==> config.mk <==
export PLATFORM = sky130hd
export DESIGN_NAME = dig_data_bus_responder
export DESIGN_NICKNAME = d
export VERILOG_FILES = /design/src/rtl/dig_data_bus_resp_pkg.sv /design/src/rtl/dig_data_bus_resp_irq.sv /design/src/rtl/dig_data_bus_responder.sv
export SDC_FILE = /design/constraint.sdc
export NUM_CORES = 1
export LEC_CHECK = 0
export CORE_MARGIN = 5
export CORE_UTILIZATION = 44
export DETAILED_ROUTE_END_ITERATION = 8
export GPL_TIMING_DRIVEN = 0
export HOLD_SLACK_MARGIN = 0.15
export PLACE_DENSITY = 0.81
export SYNTH_ARGS = -nofsm -noshare
export SYNTH_HDL_FRONTEND = slang
export SYNTH_SLANG_ARGS = --single-unit
==> constraint.sdc <==
create_clock -name clk_i -period 2.4 [get_ports clk_i]
set_input_delay 0.36 -clock clk_i [delete_from_list [all_inputs] [get_ports clk_i]]
set_output_delay 0.36 -clock clk_i [all_outputs]
set_load 0.05 [all_outputs]
==> src/rtl/dig_data_bus_resp_pkg.sv <==
// Shared constants and types for the data-bus responder.
// The address map and the access classification are kept here so that
// the top level and any other user of the map agree on them.
package dig_data_bus_resp_pkg;

  localparam int unsigned ADDR_CFG_BASE = 32'h00;
  localparam int unsigned ADDR_STATUS   = 32'h10;
  localparam int unsigned ADDR_IRQ_FLAG = 32'h11;
  localparam int unsigned ADDR_IRQ_MASK = 32'h12;
  localparam int unsigned ADDR_ID       = 32'h13;

  localparam logic [7:0] RESP_ID = 8'hA5;

  typedef enum logic [1:0] {
    ACC_IDLE = 2'd0,
    ACC_RD   = 2'd1,
    ACC_WR   = 2'd2
  } acc_kind_e;

  // Classify the bus strobe; wr_en is ignored when no access is in flight.
  function automatic acc_kind_e decode_acc(input logic acc_en, input logic wr_en);
    if (!acc_en)    return ACC_IDLE;
    else if (wr_en) return ACC_WR;
    else            return ACC_RD;
  endfunction

endpackage

==> src/rtl/dig_data_bus_resp_irq.sv <==
// Interrupt flag/mask pair for the data-bus responder.
// Flags are set by hardware event pulses and cleared by write-1-to-clear;
// a set and clear of the same bit in one cycle leaves the bit set.
// irq_o is registered and tracks |(flag & mask) as held in the registers.
module dig_data_bus_resp_irq
  import dig_data_bus_resp_pkg::*;
#(
  parameter int DWIDTH = 8
) (
  input  logic              clk_i,
  input  logic              rst_i,
  input  logic [DWIDTH-1:0] evt_i,
  input  logic [DWIDTH-1:0] clr_i,
  input  logic              mask_we_i,
  input  logic [DWIDTH-1:0] mask_wdata_i,
  output logic [DWIDTH-1:0] flag_o,
  output logic [DWIDTH-1:0] mask_o,
  output logic              irq_o
);

  logic [DWIDTH-1:0] flag_q, flag_d;
  logic [DWIDTH-1:0] mask_q, mask_d;
  logic              irq_q, irq_d;

  // Next-state: OR-ing the events in last makes set win over clear.
  // irq is computed from the next-state values so the registered irq_o
  // always equals |(flag_q & mask_q).
  always_comb begin
    flag_d = (flag_q & ~clr_i) | evt_i;
    mask_d = mask_we_i ? mask_wdata_i : mask_q;
    irq_d  = |(flag_d & mask_d);
  end

  // Flag, mask and interrupt registers.
  always_ff @(posedge clk_i) begin
    if (rst_i) begin
      flag_q <= '0;
      mask_q <= '0;
      irq_q  <= 1'b0;
    end else begin
      flag_q <= flag_d;
      mask_q <= mask_d;
      irq_q  <= irq_d;
    end
  end

  assign flag_o = flag_q;
  assign mask_o = mask_q;
  assign irq_o  = irq_q;

endmodule

==> src/rtl/dig_data_bus_responder.sv <==
// Responder end of the digital data bus: config registers for the filter
// datapath, a live status register, an ID register and an interrupt
// flag/mask pair. Read data is registered (one-cycle latency).
// Optional feature macro: DIG_BUS_RESP_ERR_EN adds err_o, a one-cycle
// pulse after any unmapped access or any write to STATUS/ID.
module dig_data_bus_responder
  import dig_data_bus_resp_pkg::*;
#(
  parameter int AWIDTH  = 8,
  parameter int DWIDTH  = 8,
  parameter int NUM_CFG = 8
) (
  input  logic                      clk_i,
  input  logic                      rst_i,
  input  logic                      acc_en_i,
  input  logic                      wr_en_i,
  input  logic [AWIDTH-1:0]         addr_i,
  input  logic [DWIDTH-1:0]         wdata_i,
  output logic [DWIDTH-1:0]         rdata_o,
  output logic [NUM_CFG*DWIDTH-1:0] cfg_o,
  input  logic [DWIDTH-1:0]         status_i,
  input  logic [DWIDTH-1:0]         irq_evt_i,
`ifdef DIG_BUS_RESP_ERR_EN
  output logic                      err_o,
`endif
  output logic                      irq_o
);

  acc_kind_e acc;
  logic      hit_cfg, hit_status, hit_flag, hit_mask, hit_id, mapped;

  logic [NUM_CFG-1:0][DWIDTH-1:0] cfg_q, cfg_d;
  logic [DWIDTH-1:0]              rdata_q, rdata_d;
  logic [DWIDTH-1:0]              rd_val;
  logic [DWIDTH-1:0]              irq_clr;
  logic [DWIDTH-1:0]              irq_flag, irq_mask;

  // Full-width address decode, so upper address bits never alias.
  always_comb begin
    acc        = decode_acc(acc_en_i, wr_en_i);
    hit_cfg    = (addr_i < AWIDTH'(ADDR_CFG_BASE + NUM_CFG));
    hit_status = (addr_i == AWIDTH'(ADDR_STATUS));
    hit_flag   = (addr_i == AWIDTH'(ADDR_IRQ_FLAG));
    hit_mask   = (addr_i == AWIDTH'(ADDR_IRQ_MASK));
    hit_id     = (addr_i == AWIDTH'(ADDR_ID));
    mapped     = hit_cfg | hit_status | hit_flag | hit_mask | hit_id;
  end

  // Read mux: current register contents; unmapped addresses read as 0.
  always_comb begin
    rd_val = '0;
    for (int k = 0; k < NUM_CFG; k++)
      if (addr_i == AWIDTH'(ADDR_CFG_BASE + k)) rd_val = cfg_q[k];
    if (hit_status) rd_val = status_i;
    if (hit_flag)   rd_val = irq_flag;
    if (hit_mask)   rd_val = irq_mask;
    if (hit_id)     rd_val = DWIDTH'(RESP_ID);
  end

  // Next-state for config array and read-data register.
  always_comb begin
    cfg_d   = cfg_q;
    rdata_d = rdata_q;
    if (acc == ACC_WR) begin
      for (int k = 0; k < NUM_CFG; k++)
        if (addr_i == AWIDTH'(ADDR_CFG_BASE + k)) cfg_d[k] = wdata_i;
    end
    if (acc == ACC_RD) rdata_d = rd_val;
  end

  // Config and read-data registers.
  always_ff @(posedge clk_i) begin
    if (rst_i) begin
      cfg_q   <= '0;
      rdata_q <= '0;
    end else begin
      cfg_q   <= cfg_d;
      rdata_q <= rdata_d;
    end
  end

  assign irq_clr = (acc == ACC_WR && hit_flag) ? wdata_i : '0;

  dig_data_bus_resp_irq #(.DWIDTH(DWIDTH)) u_irq (
    .clk_i        (clk_i),
    .rst_i        (rst_i),
    .evt_i        (irq_evt_i),
    .clr_i        (irq_clr),
    .mask_we_i    (acc == ACC_WR && hit_mask),
    .mask_wdata_i (wdata_i),
    .flag_o       (irq_flag),
    .mask_o       (irq_mask),
    .irq_o        (irq_o)
  );

  assign rdata_o = rdata_q;
  assign cfg_o   = cfg_q;

`ifdef DIG_BUS_RESP_ERR_EN
  logic err_q, err_d;

  // Illegal access: anything unmapped, or a write to a read-only register.
  always_comb begin
    err_d = (acc != ACC_IDLE) &&
            (!mapped || (acc == ACC_WR && (hit_status || hit_id)));
  end

  // Error pulse register.
  always_ff @(posedge clk_i) begin
    if (rst_i) err_q <= 1'b0;
    else       err_q <= err_d;
  end

  assign err_o = err_q;
`else
  logic unused_mapped;
  assign unused_mapped = mapped;
`endif

endmodule
==> impl_metrics.env, run 1 <==
export IMPL_hold_class="reg2reg"
export IMPL_ys_seq_elements=89
export IMPL_finalCriticalPeriod_ns=2.38
export IMPL_grt_pass1_wl_um=22500
export IMPL_p_seq_share_pct=50.7
export IMPL_powerDensity_nw_per_um2=506
export IMPL_skew_ns=0.0177
export IMPL_grtUsageTotal_pct=25.3
export IMPL_crit_path_start="addr_i[2]"
export IMPL_syn_area_um2=4240
export IMPL_syn_num_nets=498
export IMPL_rsz0062_at_grt="true"
export IMPL_critical_path_peak_fanout=10
export IMPL_grt_pass1_vias=4185
export IMPL_worst_pin_slew_ns=0.902
export IMPL_min_period_over_period_pct=99.1
export IMPL_synthArstFlopShare_pct=0
export IMPL_synth_top_area_cell="dfxtp_1"
export IMPL_fin_nets=618
export IMPL_cts_tree="yes"
export IMPL_core_um2=9330
export IMPL_die_area_um2=11700
export IMPL_antenna_found_initial=0
export IMPL_cts_hold_buf=0
export IMPL_cts_buffer_depth=2
export IMPL_slowest_delay_ns=0.54
export IMPL_dp_hpwl_um=10600
export IMPL_endpoint_kind="register"
export IMPL_dp_slack_ns=-0.933
export IMPL_ir_drop_mv=0.413
export IMPL_die_x_um=108
export IMPL_syn_inst=462
export IMPL_maxCapViolations=0
export IMPL_drtPass1Iterations=5
export IMPL_clockRootBuffer="clkbuf_8"
export IMPL_most_common_layout_cells="clkdlybuf4s50_1 (94), dfxtp_1 (89), nor2_1 (81)"
export IMPL_final_common_cell="clkdlybuf4s50_1"
export IMPL_crit_slowest_cell="clkdlybuf4s50_1"
export IMPL_tns_ns=0
export IMPL_worst_endpoint_arrival_ns=2.59
export IMPL_via_per_inst=5.74
export IMPL_area_growth_pct=37.8
export IMPL_synthDistinctLibCells=46
export IMPL_die_y_um=108
export IMPL_drive_gt1_share_pct=12.6
export IMPL_ios=109
export IMPL_cts_sinks=89
export IMPL_drt_wl_total_um=14800
export IMPL_synth_warnings=0
export IMPL_fmax_ghz=0.421
export IMPL_hp_start="rdata_o[2]"
export IMPL_seq_area_um2=1780
export IMPL_worstSetupStartpointType="input pin"
export IMPL_p_clk_share_pct=39.6
export IMPL_synth_ff_type="dfxtp_1"
export IMPL_synth_edf_count=0
export IMPL_synth_top_area_share_pct=42.0
export IMPL_slew_headroom_pct=39.4
export IMPL_synthTopCellsByArea="dfxtp_1 (42%), mux2i_1 (17%), nor2_1 (7.2%)"
export IMPL_setup_violations=0
export IMPL_grt_max_degree=16
export IMPL_start_util_pct=45.5
export IMPL_p_sw_mw=0.748
export IMPL_worst_slack_ns=0.0226
export IMPL_ys_seq_area_share_pct=42.0
export IMPL_drtIter0Drc=332
export IMPL_fillers=794
export IMPL_worst_ep_required_time_ns=2.62
export IMPL_n_antenna_cell=0
export IMPL_comb_power_share_pct=9.7
export IMPL_rr_startpoint="cfg_o[24]"
export IMPL_h_tree_depth=3
export IMPL_port_buffers=98
export IMPL_syn_area_per_cell_um2=9.18
export IMPL_leakage_nw=2.16
export IMPL_drv_slew=0
export IMPL_hold_viol=0
export IMPL_clk_latency_ns=0.36
export IMPL_power_switching_share_pct=25.3
export IMPL_status="finished clean"
export IMPL_vias=4107
export IMPL_critical_path_class="in2reg"
export IMPL_p_int_mw=2.21
export IMPL_grt_ovfl_total=0
export IMPL_cts_buffers=9
export IMPL_wire_per_inst_um=20.7
export IMPL_drc=0
export IMPL_place_gp_congestion=0.925
export IMPL_rows=35
export IMPL_clkTransAtPathRegs_ns=0.08
export IMPL_multi_input_area_um2=2350
export IMPL_final_antenna_net_count=0
export IMPL_critical_path_cell_chain="clkdlybuf4s50_1 > clkbuf_1 > clkbuf_2 > mux2_2 > a221oi_1 > a311oi_1"
## flip-flops by register name, indices dropped and copies added, names as in the netlist
register      count
cfg_o            64
rdata_o           8
u_irq.flag_o      8
u_irq.mask_o      8
u_irq.irq_o       1
## cell usage after synthesis, types with 3 or more instances
cell type	number
buf_2	6
nor3_1	3
mux2_2	4
o22ai_1	10
nand2_1	38
nand2b_1	8
nor3_4	4
dfxtp_1	89
nor2b_1	6
mux2i_1	74
clkbuf_1	25
a21oi_1	29
nor4_4	3
o21ai_0	20
mux4_2	8
buf_1	7
a211oi_1	3
nand3_1	3
a22oi_1	3
a31oi_1	3
nor2_1	81
inv_1	3
## critical path, delay by kind of cell
family | cells | cell delay (ns)
buf+inv | 3 | 1.41
compound gates | 2 | 0.42
mux | 1 | 0.40
## metrics by stage
step                hold slack [ns]  instances  area, µm²  power, mW  util (%)
floorplan                     0.467        462       4240       1.68         -
global placement              0.445        689       5380       1.80      57.7
detailed placement            0.460        689       5380       1.80      57.7
CTS                           0.471        712       5730       2.95      61.4
global route                  0.500        716       5840       3.05      62.6
finish                        0.464        716       5840       2.96      62.6
## per-layer routing
metal  track usage, %  part of all wire [%]  up-vias
met3             5.79                   8.7       27
met2             42.3                    47      234
met1             33.2                    42     1971
met4             6.40                   1.9        0
li1                 -                     -     1875
met5                0                     0        -
## layout make-up
type	count	area share (%)
buffer	38	3.06
clock buffer	10	2.36
clock inverter	6	1.54
inverter	3	0.193
multi-input combinational	331	40.2
sequential	89	30.5
tap	129	2.76
timing repair buffer	110	19.4
## power groups by stage
stage / combinational, mW / clock, mW / sequential [mW]
after floorplan: 0.141 / 0 / 1.54
after global placement: 0.270 / 0 / 1.53
after detailed placement: 0.273 / 0 / 1.53
after CTS: 0.277 / 1.17 / 1.50
after global routing: 0.304 / 1.25 / 1.50
final: 0.288 / 1.17 / 1.50
## logic make-up (layout without fill, tap and decap cells)
kind of cell | count (synthesis) | in the layout | share of synthesized area (%)
AO/OA/AOI/OAI | 84 | 84 | 12.1
buffers and inverters | 42 | 167 | 3.98
AND/OR/NAND/NOR | 161 | 161 | 19.1
flip-flops | 89 | 89 | 42.0
multiplexers | 86 | 86 | 22.8
## what timing repair did
item | in CTS | in global routing
pin swaps | 8 | 8
hold endpoints to repair | 0 | 0
buffers inserted | 8 | 4
setup endpoints to repair | 44 | 31
resized for setup | 18 | 20
cloned | 0 | 0
## path summary, 6_finish.rpt
kind,slack (ns),end,cells after the start
worst max-delay path,0.02,rdata_o[0],6
worst min-delay path,0.46,rdata_o[2],2
worst min register to register,0.46,rdata_o[2],2
worst max register to register,0.70,rdata_o[0],4
(Power assumes the default switching activity.)
==> run 2: changes to the inputs <==
--- a/config.mk
+++ b/config.mk
@@ -5,6 +5,7 @@
 export SDC_FILE = /design/constraint.sdc
 export NUM_CORES = 1
 export LEC_CHECK = 0
+export CAP_MARGIN = 20
 export CORE_MARGIN = 5
 export CORE_UTILIZATION = 44
 export DETAILED_ROUTE_END_ITERATION = 8
==> results of run 2 <==
Final layout, timing and power as in run 1 (identical DEF).
==> run 3: changes to the inputs <==
--- a/config.mk
+++ b/config.mk
@@ -5,7 +5,6 @@
 export SDC_FILE = /design/constraint.sdc
 export NUM_CORES = 1
 export LEC_CHECK = 0
-export CAP_MARGIN = 20
 export CORE_MARGIN = 5
 export CORE_UTILIZATION = 44
 export DETAILED_ROUTE_END_ITERATION = 8
==> results of run 3 <==
Final layout, timing and power as in run 1 (identical DEF).
